### src/rtl/sipo_pkg.sv
// Shared types and frame constants for the serial byte receiver.
// Optional parity bit per frame is enabled by defining PARITY_EN.
package sipo_pkg;

   localparam int unsigned DATA_W = 8;

`ifdef PARITY_EN
   localparam int unsigned FRAME_LEN = DATA_W + 1;
`else
   localparam int unsigned FRAME_LEN = DATA_W;
`endif

   localparam int unsigned CNT_W = $clog2(FRAME_LEN);

   typedef enum logic [0:0] {
      IDLE  = 1'b0,
      SHIFT = 1'b1
   } state_t;

endpackage

### src/rtl/sipo_bit_counter.sv
// Bit counter for one frame; last_c flags the final bit position of the frame.
module sipo_bit_counter
   import sipo_pkg::*;
(
   input  logic clk,
   input  logic rst,
   input  logic clear,
   input  logic enable,
   output logic last_c
);

   logic [CNT_W-1:0] count;

   always_ff @(posedge clk) begin
      if (rst || clear) begin
         count <= '0;
      end else if (enable) begin
         count <= count + CNT_W'(1);
      end
   end

   assign last_c = (count == CNT_W'(FRAME_LEN - 1));

endmodule

### src/rtl/sipo_byte_receiver.sv
// Serial-in/parallel-out byte receiver with valid/ack handshake and sticky overrun.
// Define PARITY_EN for a ninth, even-parity bit per frame checked into ParityErr.
module sipo_byte_receiver
   import sipo_pkg::*;
(
   input  logic              Clock,
   input  logic              Reset,
   input  logic              SerialIn,
   input  logic              ShiftEn,
   input  logic              Start,
   input  logic              DirRight,
   input  logic              DataAck,
   output logic [DATA_W-1:0] DataOut,
   output logic              DataValid,
   output logic              Busy,
   output logic              Overrun,
   output logic              ParityErr
);

   state_t            state;
   logic [DATA_W-1:0] shreg;
   logic [DATA_W-1:0] shreg_nxt_c;
   logic [DATA_W-1:0] byte_c;
   logic              dir;
   logic              strobe_c;
   logic              last_c;
   logic              done_c;
   logic              shift_c;
   logic              parity_c;
   logic              start_c;

   assign start_c  = (state == IDLE) && Start;
   assign strobe_c = (state == SHIFT) && ShiftEn;
   assign done_c   = strobe_c && last_c;

   assign shreg_nxt_c = dir ? {SerialIn, shreg[DATA_W-1:1]}
                            : {shreg[DATA_W-2:0], SerialIn};

   // With parity the last bit of the frame is checked, not shifted in.
`ifdef PARITY_EN
   assign shift_c  = strobe_c && !last_c;
   assign byte_c   = shreg;
   assign parity_c = ^{shreg, SerialIn};
`else
   assign shift_c  = strobe_c;
   assign byte_c   = shreg_nxt_c;
   assign parity_c = 1'b0;
`endif

   sipo_bit_counter u_bit_counter (
      .clk    (Clock),
      .rst    (Reset),
      .clear  (start_c),
      .enable (strobe_c),
      .last_c (last_c)
   );

   always_ff @(posedge Clock) begin
      if (Reset) begin
         state     <= IDLE;
         shreg     <= '0;
         dir       <= 1'b0;
         DataOut   <= '0;
         DataValid <= 1'b0;
         Busy      <= 1'b0;
         Overrun   <= 1'b0;
         ParityErr <= 1'b0;
      end else begin
         case (state)
            IDLE: begin
               if (Start) begin
                  state <= SHIFT;
                  shreg <= '0;
                  dir   <= DirRight;
                  Busy  <= 1'b1;
               end
            end
            SHIFT: begin
               if (shift_c) begin
                  shreg <= shreg_nxt_c;
               end
               if (done_c) begin
                  state <= IDLE;
                  Busy  <= 1'b0;
               end
            end
            default: begin
               state <= IDLE;
               Busy  <= 1'b0;
            end
         endcase

         // A completion coinciding with an ack replaces the byte; otherwise it is dropped.
         if (done_c) begin
            if (!DataValid || DataAck) begin
               DataOut   <= byte_c;
               DataValid <= 1'b1;
               ParityErr <= parity_c;
            end else begin
               Overrun <= 1'b1;
            end
         end else if (DataAck) begin
            DataValid <= 1'b0;
         end
      end
   end

endmodule

### config.mk
export PLATFORM = sky130hd
export DESIGN_NAME = sipo_byte_receiver
export DESIGN_NICKNAME = d
export VERILOG_FILES = /design/src/rtl/sipo_pkg.sv /design/src/rtl/sipo_bit_counter.sv /design/src/rtl/sipo_byte_receiver.sv
export SDC_FILE = /design/constraint.sdc
export NUM_CORES = 1
export LEC_CHECK = 0
export ABC_AREA = 1
export CAP_MARGIN = 20
export CELL_PAD_IN_SITES_DETAIL_PLACEMENT = 1
export CELL_PAD_IN_SITES_GLOBAL_PLACEMENT = 1
export CORE_UTILIZATION = 30
export CTS_BUF_LIST = sky130_fd_sc_hd__clkbuf_8
export CTS_CLUSTER_SIZE = 14
export DETAILED_ROUTE_END_ITERATION = 12
export GPL_ROUTABILITY_DRIVEN = 0
export MAX_ROUTING_LAYER = met4
export PLACE_DENSITY = 0.69
export SLEW_MARGIN = 10
export SYNTH_ARGS = -nofsm -noshare
export SYNTH_HDL_FRONTEND = slang
export SYNTH_SLANG_ARGS = --single-unit
### constraint.sdc
create_clock -name Clock -period 1.35 [get_ports Clock]
set_input_delay 0.405 -clock Clock [delete_from_list [all_inputs] [get_ports Clock]]
set_output_delay 0.405 -clock Clock [all_outputs]
set_load 0.03 [all_outputs]
==> Word level (Yosys, flattened, before mapping) <==
Cells that the tools add are included.
{ "classes": {"n_bitwise": 2, "n_reduce_logical": 13, "n_addsub": 1, "eq_ne": 5, "n_mux": 13} }
{ "ops": {"columns": ["cell", "count"], "rows": [
  ["2-to-1 mux 8 bit", 3],
  ["case mux 8 bit (2 select lines)", 1],
  ["AND reduction 2 bit", 6],
  ["2-to-1 mux 1 bit", 7],
  ["!= test 2 x 1 -> 1 bit (second input constant)", 3],
  ["case mux 1 bit (2 select lines)", 2],
  ["adder 3 x 1 -> 3 bit (second input constant)", 1],
  ["equality test 3 bit (second input constant)", 1],
  ["logical AND 1 bit", 3],
  ["logical OR 1 bit", 2],
  ["!= test 2 bit (second input constant)", 1],
  ["inverter 1 bit", 2],
  ["nonzero test 2 bit", 1],
  ["logical NOT 1 bit", 1]
]} }
{ "totals": {"reg_bits": 24, "input_bits": 7, "output_inout_bits": 12} }

==> Longest topological paths before layout <==
Gate-level depths: netlist (run 1).
{ "logic_depth": {"ltp_word": 4, "depth_mapped": 8, "ltp_nobuf": 7} }

==> Cells and area by module <==
From an unflattened synthesis (run 1), not the netlist that was laid out.
{ "unflattened": {"cells_unflattened": 165, "area_unflattened_um2": 1118.6} }
{ "by_module_without_submodules": {"columns": ["module", "instances", "area_each_um2", "cells_each"], "rows": [
  ["sipo_byte_receiver", 1, 963.4, 142],
  ["sipo_bit_counter", 1, 155.1, 23]
]} }

==> Least setup slack after synthesis (run 1) <==
OpenSTA, ideal clock, no wires.
{ "synth_timing": {"kind": "reg2reg", "from": "reg u_bit_counter.count[0]", "to": "reg DataOut[2]", "setup_ps": 113, "stages_incl_launch_ff": 9, "t_arrival_ps": 1169, "t_required_ps": 1237, "path_buffers": 1, "synth_period_minus_slack_ps": 1282, "setup_slack_ps": 68, "cell_sequence": "dfxtp_1 ha_1 ha_1 nand3_2 nor2_4 buf_6 nand2_1 nand2_1 nor2_1"} }
{ "synth_between": {"elab_chain_len": 3} }
{ "synth_rtl": {"columns": ["element", "line_no", "text"], "rows": [
  ["from (decl)", "sipo_bit_counter.sv:12", "logic [CNT_W-1:0] count;"],
  ["from (signal assigned)", "sipo_bit_counter.sv:18", "count <= count + CNT_W'(1);"],
  ["equality test 3 bit", "sipo_bit_counter.sv:22", "assign last_c = (count == CNT_W'(FRAME_LEN - 1));"],
  ["logical AND 1 bit", "sipo_byte_receiver.sv:34", "assign done_c = strobe_c && last_c;"],
  ["AND reduction 2 bit (no line)", null, null],
  ["to (signal assigned)", "sipo_byte_receiver.sv:96", "DataOut <= byte_c;"],
  ["to (decl)", "sipo_byte_receiver.sv:13", "output logic [DATA_W-1:0] DataOut,"]
]} }
Every way passes these cells.
A chain may end at the register's enable or synchronous reset.

==> Worst setup path after layout (run 1) <==
{ "layout_timing": {"from": "reg u_bit_counter.count[0]", "to": "reg DataOut[6]"} }
The elaborated chain is that of the path after synthesis.

==> run summary, run 1 <==
Die Span Y = 61.8 um
share of the yosys chip area belonging to registers = 44.8%
slowest stage delay, CP = 0.36 ns
hold_buf cts = 0
Switching Share = 25.0%
antenna violations before repair = 0
Pleak = 0.618 nW
hold crit path type = reg -> reg
syn avg cell area = 7.02 um^2
Remaining DRCs = 0
Setup CP Type = reg -> reg
DP Wirelength = 1960 um
post-placement cell count = 219
Non-Filler Instances = 225
first-pass GRT wire length = 4170 um
overall power = 1.33 mW
# port buffers = 17
main combinational cell family by area after synthesis = simple AND/OR/NAND/NOR gates
Yosys top cell by area = dfxtp_1
Post-Syn Area = 1070 um^2
Synthesized Nets = 162
Tcrit/Tclk final = 92.4%
# fillers = 431
final setup violating endpoints = 0
CTS Sinks = 24
crit path time final = 1.25 ns
Worst Skew = 0.00475 ns
CP startpoint kind = register
Clock Latency Late Sink = 0.26 ns
Slew Limit Fails = 0
slowest cell on the critical path = dfxtp_2
post-synthesis mux area share = 0%
Distinct cells, synth = 18
GRT Util Overall = 15.3%
P per Cell Area = 926 nW/um^2
Post-Synth Simple-Gate Area = 33.1%
WP buf/inv = 1
htree depth = 1
Post-Route WL = 2540 um
Compound-Gate Fraction of Synth Area = 8.62%
Post-synth EDFFs = 0
sequential share of power = 55.4%
n_diodes = 0
most common cell in the netlist = nand2_1
1st-pass router iterations = 4
initial core utilization = 31.7%
status = finished clean
pin count of the biggest net entering global routing = 13
Clock Pin Slew Worst Setup and Hold Paths = 0.08 ns
crit end category = register
leading post-synthesis cells by cell area = dfxtp_1 45%, nand2_1 16%, nand3_1 7.5%
Internal = 0.995 mW
Synth warnings = 0
FF+latch count, synth = 24
clock group share of total power = 31.5%
Top delay family on crit path = flip-flops
die area = 3820 um^2
Final nets = 190
Vias/cell = 4.48
routed length per placed instance = 11.3 um
Initial DRC Count = 30
xor/xnor share of the synthesized area = 0.816%
Top-Level Pins = 19
Comb power frac = 13.2%
max cap viols = 0
top post-synthesis cells by count = 46 x nand2_1, 24 x dfxtp_1, 20 x nor2_1, 16 x nand3_1
Area Growth Syn to Fin = 33.6%
share of cells above drive strength 1 = 20.7%
CORE AREA = 3390 um^2
CTS Buffer Depth = 2
Post-Syn Instances = 153
vias after detailed routing = 1007
Max Fclk = 802 MHz
root buf cell = clkbuf_8
Die Width = 61.8 um
crit-path cells = ha_4 -> ha_4 -> nand3_4 -> nor2_4 -> buf_4 -> nand2_1 -> nand2_1 -> nor2_1
asr flop ratio synth = 0%
CTS tree = done
Critical Path RT = 1.52 ns
crit path max fanout = 6
Synth Area in Adders = 2.33%
critical path arrival = 1.41 ns
ANT nets after route = 0
cts bufs inserted = 3
RSZ-0062 raised after global routing = no
number of global-route vias before repair = 970
final hold vios = 0
row count = 21
grt ovf = 0
total net switching power = 0.332 mW
Top FF cell, synth = dfxtp_1
Synth top area share = 44.8%
Max VDD drop = 0.478 mV
-- per-stage QoR --
step	hold WS (ns)	setup TNS [ns]	worst slack, ns	area [um^2]	util (%)
6_report	0.455	0	0.103	1430	42.3
5_1_grt	0.486	0	0.0284	1430	42.3
4_1_cts	0.461	-0.0139	-0.0135	1400	41.2
3_5_place_dp	0.448	-4.27	-0.318	1330	39.1
3_3_place_gp	0.441	-3.46	-0.252	1330	39.1
2_1_floorplan	0.447	0	0.0678	1070	-
-- metal layers --
metal | up-vias | share of wire, % | GRT usage, %
met5 | - | 0 | -
met2 | 15 | 46 | 24.0
met4 | 0 | 0.47 | 3.49
met1 | 462 | 50 | 19.4
li1 | 528 | - | -
met3 | 2 | 3.2 | 4.35
-- power groups by stage --
stage	Combinational (mW)	Sequential [mW]	Clock, mW
after floorplan	0.101	0.750	0
after global placement	0.170	0.749	0
after detailed placement	0.173	0.750	0
after CTS	0.173	0.734	0.437
after global routing	0.195	0.738	0.468
final	0.175	0.735	0.418
-- cell usage in the layout (no fill, tap or decap), drive strengths merged --
cell type,instances
nand3,17
clkbuf,3
inv,14
ha,2
nor2,21
buf,25
o21ai,3
o21a,1
or2,1
dfxtp,24
xor2,1
clkdlybuf4s50,5
nand2,46
dlymetal6s2s,1
conb,1
a21oi,14
-- final cells by class --
| type | count | area [um^2] | share of cell area [%] |
|---|---|---|---|
| inverters | 14 | 52.6 | 3.66 |
| well taps | 46 | 57.6 | 4.01 |
| multi-input cells | 107 | 520 | 36.3 |
| flip-flops and latches | 24 | 483 | 33.7 |
| clock buffers | 3 | 41.3 | 2.88 |
| repair buffers | 31 | 279 | 19.5 |
-- worst reg2reg max path: stages (launching register included) --
cell     delay (ns)
dfxtp_2        0.36
ha_4           0.14
ha_4           0.14
nand3_4        0.08
nor2_4         0.14
buf_4          0.16
nand2_1        0.05
nand2_1        0.05
nor2_1         0.04
-- logic make-up after synthesis --
| group | Yosys count |
|---|---|
| XOR/XNOR | 1 |
| other | 1 |
| AND/OR/NAND/NOR | 85 |
| flip-flops | 24 |
| adder cells (fa/ha/maj) | 2 |
| AO/OA/AOI/OAI | 18 |
| buffers and inverters | 22 |
-- registers in the layout, summed over array words and instances, names as in the netlist --
register	flops
Busy	1
DataOut	8
DataValid	1
Overrun	1
dir	1
shreg	8
state	1
u_bit_counter.count	3
-- path summary, 6_finish.rpt --
path,startpoint,to,slack (ns),cells past startpoint
min reg2reg,Overrun,Overrun,0.46,2
max,u_bit_counter.count[0],DataOut[6],0.10,8
max reg2reg,u_bit_counter.count[0],DataOut[6],0.10,8
min,Overrun,Overrun,0.46,2
-- timing repair --
action / 4_1_cts / 5_1_grt
buffers inserted: 3 / 0
resized for setup: 3 / 8
setup endpoints to repair: 8 / 8
pin swaps: 1 / 1
Power figures use the tool's default switching activity.
==> run 2: changes to the inputs <==
CORE_UTILIZATION = 34   (was 30)
CTS_CLUSTER_DIAMETER = 120   (was not set)
PLACE_DENSITY = 0.76   (was 0.69)
clock period = 1.1 ns   (was 1.35 ns; I/O delays follow)
==> run 2 against run 1 <==
The flow now finishes with violations (negative setup slack). Clock-buffer cell count did not move. Die area fell by 11%. Critical path depth fell by 2. Wire length rose by 8.6%. Largest cell class unchanged. Largest power group unchanged. Highest routed layer unchanged.
==> run summary, run 2 (same netlist as run 1, synthesis figures left out) <==
crit path max fanout = 7
reg-to-reg startpoint = u_bit_counter.count[1]
die area = 3390 um^2
CTS Sinks = 24
slowest stage delay, CP = 0.34 ns
hold_sp = DataOut[3]
Area Growth Syn to Fin = 41.5%
Max VDD drop = 0.391 mV
Top-Level Pins = 19
Final nets = 192
1st-pass router iterations = 4
share of cells above drive strength 1 = 29.3%
crit path time final = 1.21 ns
WHS = 0.474 ns
crit-path cells = ha_4 -> ha_4 -> nand3_4 -> nor2_4 -> buf_4 -> o21a_1
status = finished with violations
Tcrit/Tclk final = 110%
top flop regs = DataOut x8, shreg x8, u_bit_counter.count x3
Worst Skew = 0.00273 ns
design area = 1520 um^2
commonest cells after routing, fill and taps aside = 44 x nand2_1, 19 x nor2_1, 16 x nand3_1
RSZ-0062 raised after global routing = yes
initial core utilization = 35.5%
hold_buf cts = 0
Non-Filler Instances = 225
overall power = 1.65 mW
Setup CP Type = reg -> reg
Final Worst Setup Slack = -0.113 ns
TNS Setup = -0.991 ns
routed length per placed instance = 12.2 um
Placed Area = 1400 um^2
crit end category = register
post-placement cell count = 220
Top delay family on crit path = flip-flops
critical path arrival = 1.37 ns
cts bufs inserted = 3
WP buf/inv = 1
Critical Path RT = 1.26 ns
n_diodes = 0
DP Wirelength = 2070 um
Vias/cell = 4.61
CORE AREA = 3030 um^2
antenna violations before repair = 0
Die Width = 58.2 um
slowest cell on the critical path = dfxtp_2
Initial DRC Count = 13
pin count of the biggest net entering global routing = 13
CTS Buffer Depth = 2
CP Launch Point = u_bit_counter.count[1]
ANT nets after route = 0
CTS tree = done
Remaining DRCs = 0
Clock Pin Slew Worst Setup and Hold Paths = 0.08 ns
most common cell after layout, fill and taps aside = nand2_1
Post-Route WL = 2750 um
root buf cell = clkbuf_8
Clock Latency Late Sink = 0.26 ns
htree depth = 1
CP startpoint kind = register
Pleak = 0.643 nW
violated checks = negative setup slack
max cap viols = 0
# port buffers = 17
number of global-route vias before repair = 1066
most frequent CP cell = ha_4
Slew Limit Fails = 0
final hold vios = 0
hold crit path type = reg -> reg
Die Span Y = 58.2 um
P per Cell Area = 1080 nW/um^2
grt ovf = 0
first-pass GRT wire length = 4580 um
vias after detailed routing = 1038
GRT Util Overall = 18.5%
Max Fclk = 824 MHz
row count = 20
final setup violating endpoints = 11
[run 2: changes by cell type in the layout (fill, tap and decap cells not counted), sizes merged]
cell          change
buf               +2
dlygate4sd2       +1
dlymetal6s2s      -1
[run 2: cell type report]
class | count | area, um^2
inverter | 14 | 52.6
timing repair buffer | 33 | 344
multi-input combinational | 107 | 529
fill | 393 | 1510
tap | 44 | 55.1
sequential | 24 | 497
clock buffer | 3 | 41.3
[run 2: through the flow]
step           util (%)  worst slack, ns
3_5_place_dp       46.2           -0.416
4_1_cts            48.3           -0.128
5_1_grt            50.2           -0.182
2_1_floorplan         -           -0.119
6_report           50.2           -0.113
3_3_place_gp       46.2           -0.366
[run 2: power breakdown]
part / internal (mW) / total (mW) / switching (mW)
clock network: 0.245 / 0.516 / 0.271
logic: 0.0960 / 0.223 / 0.127
registers: 0.887 / 0.906 / 0.0194
[run 2: repair_timing]
item / in CTS / in global routing
buffers inserted: 0 / 2
pin swaps: 1 / 2
endpoints found under the setup margin: 27 / 27
resized for setup: 11 / 16
[run 2: tightest hold or removal path, cell delays in order (launching register included)]
cell and delay (ns):
dfxtp_2 0.34, nor2_1 0.04, nor2_1 0.06
[run 2: final timing paths]
kind                     end  slack, ns  cells past startpoint
hold / removal    DataOut[3]       0.47                      2
hold reg to reg   DataOut[3]       0.47                      2
setup reg to reg   DataValid      -0.11                      6
setup / recovery   DataValid      -0.11                      6
[run 2: layer usage]
layer  global-route usage (%)  up-vias  routed length [um]
li1                         -      533                   -
met1                     21.3      479                1310
met2                     31.2       21                1320
met3                     3.13        5                  79
met4                     8.50        0                  44
met5                        -        -                   0
